--- config.mk ---
export PLATFORM = sky130hd
export DESIGN_NAME = spi_boot_slave
export DESIGN_NICKNAME = d
export VERILOG_FILES = /design/src/rtl/spi_boot_pkg.sv /design/src/rtl/spi_boot_sync.sv /design/src/rtl/spi_boot_slave.sv
export SDC_FILE = /design/constraint.sdc
export NUM_CORES = 1
export LEC_CHECK = 0
export CORE_MARGIN = 8
export CORE_UTILIZATION = 59
export CTS_BUF_LIST = sky130_fd_sc_hd__clkbuf_2
export DETAILED_ROUTE_END_ITERATION = 7
export PLACE_DENSITY = 0.88
export SLEW_MARGIN = 10
export SYNTH_ARGS = -nofsm -noshare
export SYNTH_HDL_FRONTEND = slang
export SYNTH_SLANG_ARGS = --single-unit
--- constraint.sdc ---
create_clock -name i_clk -period 5.8 [get_ports i_clk]
set_input_delay 1.16 -clock i_clk [delete_from_list [all_inputs] [get_ports i_clk]]
set_output_delay 1.16 -clock i_clk [all_outputs]
set_load 0.05 [all_outputs]
--- src/rtl/spi_boot_pkg.sv ---
// Shared command codes, terminator word and FSM state encoding for the SPI boot slave.
package spi_boot_pkg;

  localparam logic [7:0]  CMD_READ  = 8'h01;
  localparam logic [7:0]  CMD_WRITE = 8'h02;
  localparam logic [31:0] TERM_WORD = 32'hFFFF_FFFF;

  typedef enum logic [2:0] {
    ST_IDLE,
    ST_CMD,
    ST_WRITE,
    ST_READ,
    ST_SKIP
  } state_e;

endpackage

--- src/rtl/spi_boot_sync.sv ---
// Multi-stage synchronizer for one SPI pin, plus an edge-detect register that
// yields single-cycle rise/fall pulses in the system clock domain.
module spi_boot_sync #(
  parameter int   STAGES  = 2,
  parameter logic RST_VAL = 1'b0
) (
  input  logic i_clk,
  input  logic i_rstn,
  input  logic i_d,
  output logic o_level,
  output logic o_rise,
  output logic o_fall
);

  logic [STAGES-1:0] sync_q, sync_d;
  logic              prev_q, prev_d;

  always_comb begin
    sync_d = {sync_q[STAGES-2:0], i_d};
    prev_d = sync_q[STAGES-1];
  end

  // NOTE: flops use non-blocking (<=) so each stage samples the pre-edge value of the
  // one before it; blocking assignments would collapse the chain into a single stage.
  always_ff @(posedge i_clk or negedge i_rstn) begin
    if (!i_rstn) begin
      sync_q <= {STAGES{RST_VAL}};
      prev_q <= RST_VAL;
    end else begin
      sync_q <= sync_d;
      prev_q <= prev_d;
    end
  end

  assign o_level = sync_q[STAGES-1];
  assign o_rise  = o_level & ~prev_q;
  assign o_fall  = ~o_level & prev_q;

endmodule

--- src/rtl/spi_boot_slave.sv ---
// SPI mode-0 boot slave: streams words into IMEM (cmd 0x02) and, when
// SPI_BOOT_READBACK_EN is defined, reads IMEM back word by word (cmd 0x01).
module spi_boot_slave
  import spi_boot_pkg::*;
#(
  parameter int AW          = 11,
  parameter int SYNC_STAGES = 2
) (
  input  logic          i_clk,
  input  logic          i_rstn,
  input  logic          i_prog,
  input  logic          i_csn,
  input  logic          i_sclk,
  input  logic          i_mosi,
  output logic          o_miso,
  output logic          o_mem_we,
  output logic          o_mem_re,
  output logic [AW-1:0] o_mem_addr,
  output logic [31:0]   o_mem_wdata,
  input  logic [31:0]   i_mem_rdata,
  output logic          o_busy,
  output logic          o_done,
  output logic          o_err
);

  logic cs_lvl, cs_rise, cs_fall;
  logic sck_lvl, sck_rise, sck_fall;
  logic mosi_lvl, mosi_rise, mosi_fall;

  // Chip select idles high, so its synchronizer resets high to avoid a false cs_fall.
  spi_boot_sync #(.STAGES(SYNC_STAGES), .RST_VAL(1'b1)) u_sync_cs (
    .i_clk(i_clk), .i_rstn(i_rstn), .i_d(i_csn),
    .o_level(cs_lvl), .o_rise(cs_rise), .o_fall(cs_fall)
  );
  spi_boot_sync #(.STAGES(SYNC_STAGES), .RST_VAL(1'b0)) u_sync_sck (
    .i_clk(i_clk), .i_rstn(i_rstn), .i_d(i_sclk),
    .o_level(sck_lvl), .o_rise(sck_rise), .o_fall(sck_fall)
  );
  spi_boot_sync #(.STAGES(SYNC_STAGES), .RST_VAL(1'b0)) u_sync_mosi (
    .i_clk(i_clk), .i_rstn(i_rstn), .i_d(i_mosi),
    .o_level(mosi_lvl), .o_rise(mosi_rise), .o_fall(mosi_fall)
  );

  state_e        state_q, state_d;
  logic [2:0]    bit_cnt_q, bit_cnt_d;
  logic [7:0]    rx_sh_q, rx_sh_d;
  logic [1:0]    byte_cnt_q, byte_cnt_d;
  logic [23:0]   word_q, word_d;
  logic [AW-1:0] addr_q, addr_d;
  logic          wrap_q, wrap_d;
  logic [7:0]    tx_sh_q, tx_sh_d;
  logic          mem_we_q, mem_we_d;
  logic [AW-1:0] mem_addr_q, mem_addr_d;
  logic [31:0]   mem_wdata_q, mem_wdata_d;
  logic          done_q, done_d;
  logic          err_q, err_d;
`ifdef SPI_BOOT_READBACK_EN
  logic          mem_re_q, mem_re_d;
  logic          rd_cap_q, rd_cap_d;
  logic [31:0]   rdata_q, rdata_d;
`endif

  logic          cs_active, in_data, byte_done, word_done;
  logic [7:0]    rx_byte;
  logic [31:0]   rx_word;
  logic [AW:0]   addr_inc;
  logic          unused_sigs;

  assign cs_active = ~cs_lvl & i_prog;
  assign in_data   = (state_q == ST_WRITE) || (state_q == ST_READ);
  assign rx_byte   = {rx_sh_q[6:0], mosi_lvl};
  assign rx_word   = {rx_byte, word_q};
  assign byte_done = sck_rise && cs_active && !cs_rise && (bit_cnt_q == 3'd7);
  assign word_done = byte_done && in_data && (byte_cnt_q == 2'd3);
  assign addr_inc  = {1'b0, addr_q} + {{(AW-2){1'b0}}, 3'b100};

  // NOTE: every *_d gets its hold/default value first; any branch that skipped an
  // assignment would otherwise infer a latch.
  always_comb begin
    state_d     = state_q;
    bit_cnt_d   = bit_cnt_q;
    rx_sh_d     = rx_sh_q;
    byte_cnt_d  = byte_cnt_q;
    word_d      = word_q;
    addr_d      = addr_q;
    wrap_d      = wrap_q;
    tx_sh_d     = tx_sh_q;
    mem_we_d    = 1'b0;
    mem_addr_d  = mem_addr_q;
    mem_wdata_d = mem_wdata_q;
    done_d      = 1'b0;
    err_d       = err_q;
`ifdef SPI_BOOT_READBACK_EN
    mem_re_d    = 1'b0;
    rd_cap_d    = mem_re_q;
    rdata_d     = rdata_q;
`endif

    if (sck_rise && cs_active) begin
      rx_sh_d   = rx_byte;
      bit_cnt_d = bit_cnt_q + 3'd1;
    end
    // The fall right after a byte's 8th rise must not shift: the next byte was just loaded.
    if (sck_fall && cs_active && (bit_cnt_q != 3'd0)) begin
      tx_sh_d = {tx_sh_q[6:0], 1'b0};
    end

    if (byte_done && in_data) begin
      byte_cnt_d = byte_cnt_q + 2'd1;
      case (byte_cnt_q)
        2'd0:    word_d[7:0]   = rx_byte;
        2'd1:    word_d[15:8]  = rx_byte;
        2'd2:    word_d[23:16] = rx_byte;
        default: word_d        = word_q;
      endcase
    end

    case (state_q)
      ST_IDLE: begin
        tx_sh_d = 8'h00;
        if (cs_fall && i_prog) begin
          state_d    = ST_CMD;
          bit_cnt_d  = 3'd0;
          byte_cnt_d = 2'd0;
        end
      end
      ST_CMD: begin
        if (byte_done) begin
          addr_d     = '0;
          wrap_d     = 1'b0;
          err_d      = 1'b0;
          byte_cnt_d = 2'd0;
          tx_sh_d    = 8'h00;
`ifdef SPI_BOOT_READBACK_EN
          rdata_d    = 32'h0;
`endif
          case (rx_byte)
            CMD_WRITE: begin
              state_d = ST_WRITE;
              tx_sh_d = rx_byte;
            end
`ifdef SPI_BOOT_READBACK_EN
            CMD_READ: state_d = ST_READ;
`endif
            default:  state_d = ST_SKIP;
          endcase
        end
      end
      ST_WRITE: begin
        if (byte_done) begin
          tx_sh_d = rx_byte;
        end
        if (word_done) begin
          if (rx_word == TERM_WORD) begin
            done_d  = 1'b1;
            state_d = ST_SKIP;
          end else begin
            // Once the counter has wrapped, writes are dropped but still consume an address.
            if (wrap_q) begin
              err_d = 1'b1;
            end else begin
              mem_we_d    = 1'b1;
              mem_addr_d  = addr_q;
              mem_wdata_d = rx_word;
            end
            addr_d = addr_inc[AW-1:0];
            if (addr_inc[AW]) begin
              wrap_d = 1'b1;
            end
          end
        end
      end
`ifdef SPI_BOOT_READBACK_EN
      ST_READ: begin
        if (byte_done) begin
          case (byte_cnt_q)
            2'd0:    tx_sh_d = rdata_q[15:8];
            2'd1:    tx_sh_d = rdata_q[23:16];
            2'd2:    tx_sh_d = rdata_q[31:24];
            default: tx_sh_d = rdata_q[7:0];
          endcase
        end
        if (word_done) begin
          mem_re_d   = 1'b1;
          mem_addr_d = {rx_word[AW-1:2], 2'b00};
        end
        // Fresh read data arrives after the word boundary, so it overrides the byte-0 load.
        if (rd_cap_q) begin
          rdata_d = i_mem_rdata;
          tx_sh_d = i_mem_rdata[7:0];
        end
      end
`endif
      ST_SKIP: ;
      default: state_d = ST_IDLE;
    endcase

    if (cs_rise) begin
      state_d    = ST_IDLE;
      bit_cnt_d  = 3'd0;
      byte_cnt_d = 2'd0;
      word_d     = 24'h0;
      tx_sh_d    = 8'h00;
    end

    if (!i_prog) begin
      state_d    = ST_IDLE;
      bit_cnt_d  = 3'd0;
      byte_cnt_d = 2'd0;
      tx_sh_d    = 8'h00;
      mem_we_d   = 1'b0;
      done_d     = 1'b0;
`ifdef SPI_BOOT_READBACK_EN
      mem_re_d   = 1'b0;
      rd_cap_d   = 1'b0;
`endif
    end
  end

  always_ff @(posedge i_clk or negedge i_rstn) begin
    if (!i_rstn) begin
      state_q     <= ST_IDLE;
      bit_cnt_q   <= 3'd0;
      rx_sh_q     <= 8'h00;
      byte_cnt_q  <= 2'd0;
      word_q      <= 24'h0;
      addr_q      <= '0;
      wrap_q      <= 1'b0;
      tx_sh_q     <= 8'h00;
      mem_we_q    <= 1'b0;
      mem_addr_q  <= '0;
      mem_wdata_q <= 32'h0;
      done_q      <= 1'b0;
      err_q       <= 1'b0;
`ifdef SPI_BOOT_READBACK_EN
      mem_re_q    <= 1'b0;
      rd_cap_q    <= 1'b0;
      rdata_q     <= 32'h0;
`endif
    end else begin
      state_q     <= state_d;
      bit_cnt_q   <= bit_cnt_d;
      rx_sh_q     <= rx_sh_d;
      byte_cnt_q  <= byte_cnt_d;
      word_q      <= word_d;
      addr_q      <= addr_d;
      wrap_q      <= wrap_d;
      tx_sh_q     <= tx_sh_d;
      mem_we_q    <= mem_we_d;
      mem_addr_q  <= mem_addr_d;
      mem_wdata_q <= mem_wdata_d;
      done_q      <= done_d;
      err_q       <= err_d;
`ifdef SPI_BOOT_READBACK_EN
      mem_re_q    <= mem_re_d;
      rd_cap_q    <= rd_cap_d;
      rdata_q     <= rdata_d;
`endif
    end
  end

  assign o_miso      = tx_sh_q[7];
  assign o_mem_we    = mem_we_q;
  assign o_mem_addr  = mem_addr_q;
  assign o_mem_wdata = mem_wdata_q;
  assign o_busy      = (state_q != ST_IDLE);
  assign o_done      = done_q;
  assign o_err       = err_q;

`ifdef SPI_BOOT_READBACK_EN
  assign o_mem_re    = mem_re_q;
  assign unused_sigs = ^{sck_lvl, mosi_rise, mosi_fall};
`else
  assign o_mem_re    = 1'b0;
  assign unused_sigs = ^{sck_lvl, mosi_rise, mosi_fall, i_mem_rdata};
`endif

endmodule

[Yosys cells after proc, flatten, opt, wreduce, memory -nomap -nowiden]
Index checks and enable logic that the tools add are counted.
Cells by class
  $mul: 0
  bitwise gates (word level): 11
  shifts and indexed selects: 0
  divide/modulo/power cells: 0
  equal/unequal tests: 20
  reduce and logical (&&, ||, !) cells: 27
  multiplexer cells: 53
  add/sub/neg operators: 3
  magnitude comparators: 0
Operators by type and width (count)
  $mux 8: 9
  $mux 24: 2
  $mux 3: 12
  $mux 11: 3
  $eq 32x32->1 const B: 1
  $pmux 8 s3: 1
  $pmux 11 s2: 1
  $mux 1: 16
  $reduce_and 5->1: 3
  $add 11x3->12 const B: 1
  $ne 4x4->1 const B: 3
  $pmux 3 s4: 1
  $mux 2: 5
  $ne 2x2->1 const B: 5
  $reduce_bool 2->1: 5
  $eq 8x2->1 const B: 1
  $logic_and 1x1->1: 8
  $reduce_and 4->1: 2
  $eq 3x2->1 const B: 2
  $eq 3x3->1 const B: 2
  $not 1->1: 6
  $reduce_and 2->1: 3
  $reduce_bool 3->1: 2
  $and 1x1->1: 5
  13 further kinds: 15
Storage, ports and cells
  register bits after elaboration: 113
  latch bits: 0
  memories: 0
  output and inout bits: 49
  word-level logic and storage cells: 134
  ROM bits: 0
  RAM bits: 0

[Depth between registers and ports, before layout]
  word-level depth: 11
  mapped depth: 8

[By module]
From an unflattened synthesis, not the netlist that was laid out.
Second synthesis, totals
  cells, all modules: 436
  area, all modules: 5009.8 um^2
By module, submodules not included
  spi_boot_slave: area an instance 4735.8 um^2, sequential area each 2527.4 um^2, cells each 421, times used 1
  spi_boot_sync at u_sync_mosi ...: area an instance 90.1 um^2, sequential area each 75.1 um^2, cells each 5, times used 2
  spi_boot_sync at u_sync_cs: area an instance 93.8 um^2, sequential area each 78.8 um^2, cells each 5, times used 1

[Worst setup path after synthesis]
OpenSTA, ideal clock, no wires.
  kind: input -> register
  start point: input port i_prog
  end point: register mem_addr_q[2], in the netlist o_mem_addr[2]
  slack: 3.152 ns
  arrival: 2.523 ns
  cell stages on the path: 7
  setup time: 0.125 ns
  cells stage by stage: and4bb_4 and3_1 buf_4 nand3b_2 a21oi_4 buf_6 mux2_2
On the way
  cells in the longest elaborated chain, start to end: 7
Ends and longest elaborated chain
  start: declaration: RTL line spi_boot_slave.sv:11  | input logic i_prog,
  $and 1x1->1: RTL line spi_boot_slave.sv:69  | assign cs_active = ~cs_lvl & i_prog;
  $logic_and 1x1->1 (3 in series): RTL line spi_boot_slave.sv:73  | assign byte_done = sck_rise && cs_active && !cs_rise && (bit_cnt_q == 3'd7);
  $logic_and 1x1->1 (2 in series): RTL line spi_boot_slave.sv:74  | assign word_done = byte_done && in_data && (byte_cnt_q == 2'd3);
  $reduce_and 4->1 (no line)
  end signal: assignment: RTL line spi_boot_slave.sv:250  | mem_addr_q <= mem_addr_d;
  end: declaration: RTL line spi_boot_slave.sv:53  | logic [AW-1:0] mem_addr_q, mem_addr_d;
No other way between the ends.
A chain may end at the register's enable or synchronous reset.

[Worst setup path in the final report]
  start point: input port i_prog
  end point: register mem_wdata_q[28], in the netlist o_mem_wdata[28]
On the way
  cells in the longest elaborated chain, start to end: 7
Ends and longest elaborated chain
  $and 1x1->1: RTL line spi_boot_slave.sv:69
  $logic_and 1x1->1 (3 in series): RTL line spi_boot_slave.sv:73
  $logic_and 1x1->1 (2 in series): RTL line spi_boot_slave.sv:74
  $reduce_and 4->1 (no line)
  end signal: assignment: RTL line spi_boot_slave.sv:251  | mem_wdata_q <= mem_wdata_d;
  end: declaration: RTL line spi_boot_slave.sv:54  | logic [31:0] mem_wdata_q, mem_wdata_d;
No other way between the ends.

==> results.toml <==
[placed_design]
dp.cells = 571
place_area_mm2 = 0.00539
io_buffers = 51
place_hpwl_um = 6760
gp_routability_congestion = 0.881
pre_cts_ws_ns = 1.49

[synthesis]
async_reset_ff_share_pct = 100
syn_area_mm2 = 0.00492
syn_inst = 443
yosys_warnings = 0
synth_cell_types = 56
synth-main-ff-cell = "dfrtp_1"
avgSynthCellArea_um2 = 11.1
synth_seq_area_share_pct = 55.5
ys_ff_latch = 109
synth-edff-count = 0

[power]
leakage_nw = 2.52
design_power_total_mw = 1.23
powerDensity_mw_per_mm2 = 223
ir_worst_vdd_uv = 130

[die]
die_w_um = 107
rows = 33
die_y_um = 107
start_util_pct = 60.5
ios = 87
core_mm2 = 0.00813
dieArea_mm2 = 0.0115

[setup_path]
arrival_ns = 4.14
crit_slowest_cell = "a21oi_4"
critPathKind = "in2reg"
worstPathCellList = "clkdlybuf4s50_1 > and4bb_4 > and3_1 > nand3b_2 > a21oi_4 > buf_4 > mux2_2"
setup.worst_path.start_class = "input pin"
path_max_fanout = 30
cpPeakStageDelay_ns = 0.74
crit_required_ns = 6.30
cp-end-kind = "flop"

[routing]
ant_nets = 0
drt_first_pass_iters = 5
drt_iter0_markers = 252
drt-total-wl_um = 9850
drc = 0
routed-via-count = 3523
vias_per_cell = 5.99
wl_per_cell_um = 16.8

[global_routing]
grt_max_degree = 65
antenna_found_initial = 0
grt_usage_pct = 17.8
gr-total-overflow = 0
grt_pass1_vias = 3518
grt_pass1_wl_um = 16700

[clock_tree]
root_buffer = "clkbuf_2"
cts.sinks = 109
clk_path_buf_depth = 2
cts_max_level = 3
cts_hold_buf = 0
numCtsBuffers = 9
clkLatencyLatePin_ns = 0.58
path_clk_slew_ns = 0.28
cts_resized = 0
cts_setup_buffers = 0
cts_tree = "built"

[timing]
slew_violations = 0
grt_setup_unrepaired = "false"
clock_skew_ns = 0.0323
whs_ns = 0.382
slew_headroom_pct = 31.2
min_period_ns = 3.64
fmax_mhz = 275
setup_violations = 0
setup_slack_ns = 2.16
post-route-period-util_pct = 62.8
final-hold-violation-count = 0
fin_tns_setup_ns = 0
worstMarginPinSlew_ns = 1.03

[layout]
final_cell_mix = "dfrtp_1 (106), nand2_1 (67), clkdlybuf4s50_1 (50)"
syn_to_final_growth_pct = 12.3
final_util_pct = 67.9
fin_area_mm2 = 0.00553
final_cells = 588
fin_nets = 523
layout_commonest_cell = "dfrtp_1"
drive_above_1_share_pct = 13.5

[flow_run]
cap_viol_max_count = 0

[outcome]
status = "finished clean"

[worst_hold_path]
hp-class = "reg2reg"
flip-flops by register name (all words and copies together), names as in the netlist:
register and flops:
o_mem_wdata 32, word_q 24, addr_q 9, o_mem_addr 9, tx_sh_q 8, rx_sh_q 7
bit_cnt_q 3, state_q 3, byte_cnt_q 2, u_sync_cs.sync_q 2, u_sync_mosi.sync_q 2, u_sync_sck.sync_q 2
o_done 1, o_err 1, o_mem_we 1, u_sync_cs.prev_q 1, u_sync_sck.prev_q 1, wrap_q 1
cell usage after synthesis (2+ instances only):
| cell type | instances | area share (%) |
|---|---|---|
| a21oi_1 | 38 | 3.9 |
| o31ai_1 | 2 | 0.31 |
| nand3b_1 | 2 | 0.31 |
| buf_6 | 6 | 1.4 |
| ha_1 | 8 | 2.0 |
| mux2_1 | 9 | 2.1 |
| mux2_2 | 33 | 7.6 |
| nand3_1 | 31 | 3.2 |
| nor4_4 | 2 | 0.86 |
| and3_1 | 2 | 0.25 |
| a311oi_1 | 4 | 0.71 |
| a211oi_1 | 2 | 0.31 |
| xnor2_1 | 3 | 0.53 |
| nand2b_1 | 2 | 0.25 |
| buf_2 | 6 | 0.61 |
| nor2_1 | 20 | 1.5 |
| dfrtp_1 | 106 | 54 |
| buf_4 | 5 | 0.76 |
| a2bb2oi_1 | 6 | 1.1 |
| nor2b_1 | 2 | 0.25 |
| mux2i_1 | 7 | 1.4 |
| inv_1 | 11 | 0.84 |
| a22o_1 | 2 | 0.36 |
| a21boi_0 | 2 | 0.31 |
| nand4_1 | 8 | 1.0 |
| or3_1 | 2 | 0.25 |
| nor3_1 | 4 | 0.41 |
| clkbuf_1 | 15 | 1.1 |
| nand2_1 | 67 | 5.1 |
| dfstp_2 | 3 | 1.6 |
| o21ai_0 | 8 | 0.81 |
layout make-up:
cell class | instances | area (µm²)
flip-flops and latches | 109 | 2730
fillers | 606 | 2610
multi-input cells | 292 | 1960
repair buffers | 54 | 531
well taps | 105 | 131
clock inverters | 7 | 85.1
clock buffers | 9 | 45.0
inverters | 11 | 41.3
diodes | 1 | 2.50
layer usage:
| layer | global-route usage [%] | wire length, µm | vias up |
|---|---|---|---|
| met4 | 8.94 | 199 | 0 |
| met2 | 29.2 | 4850 | 127 |
| met1 | 22.1 | 4120 | 1756 |
| li1 | - | - | 1623 |
| met5 | 0 | 0 | - |
| met3 | 3.59 | 680 | 17 |
where the power goes:
group | switching [mW] | internal [mW] | leakage, nW
logic | 0.0416 | 0.0178 | 0.944
registers | 0.0309 | 0.774 | 1.50
clock network | 0.258 | 0.107 | 0.0773
logic make-up after synthesis:
group | count (synthesis) | synth area share (%)
DFF | 109 | 55.5
other | 1 | 0.0762
muxes | 49 | 11.0
xor gates and xnor gates | 3 | 0.534
adders and majority gates | 8 | 2.03
buffers and inverters | 44 | 4.83
AOI/OAI and AO/OA | 75 | 10.0
and+or+nand+nor | 154 | 15.9
final timing paths:
kind	startpoint	end	slack [ns]	cells past startpoint
max in group asynchronous	i_rstn	byte_cnt_q[0]	4.09	2
worst min register to register	u_sync_cs.sync_q[0]	u_sync_cs.sync_q[1]	0.38	0
worst max register to register	state_q[1]	o_mem_wdata[28]	2.67	6
worst min-delay path	u_sync_cs.sync_q[0]	u_sync_cs.sync_q[1]	0.38	0
worst max-delay path	i_prog	o_mem_wdata[28]	2.16	7
min in group asynchronous	i_rstn	rx_sh_q[2]	0.52	1
worst max-delay path, delay by kind of cell:
family	cells	cell delay (ns)
compound gates	1	0.74
buf+inv	2	0.92
mux	1	0.35
simple gates	3	0.95
Power figures use the tool's default switching activity.
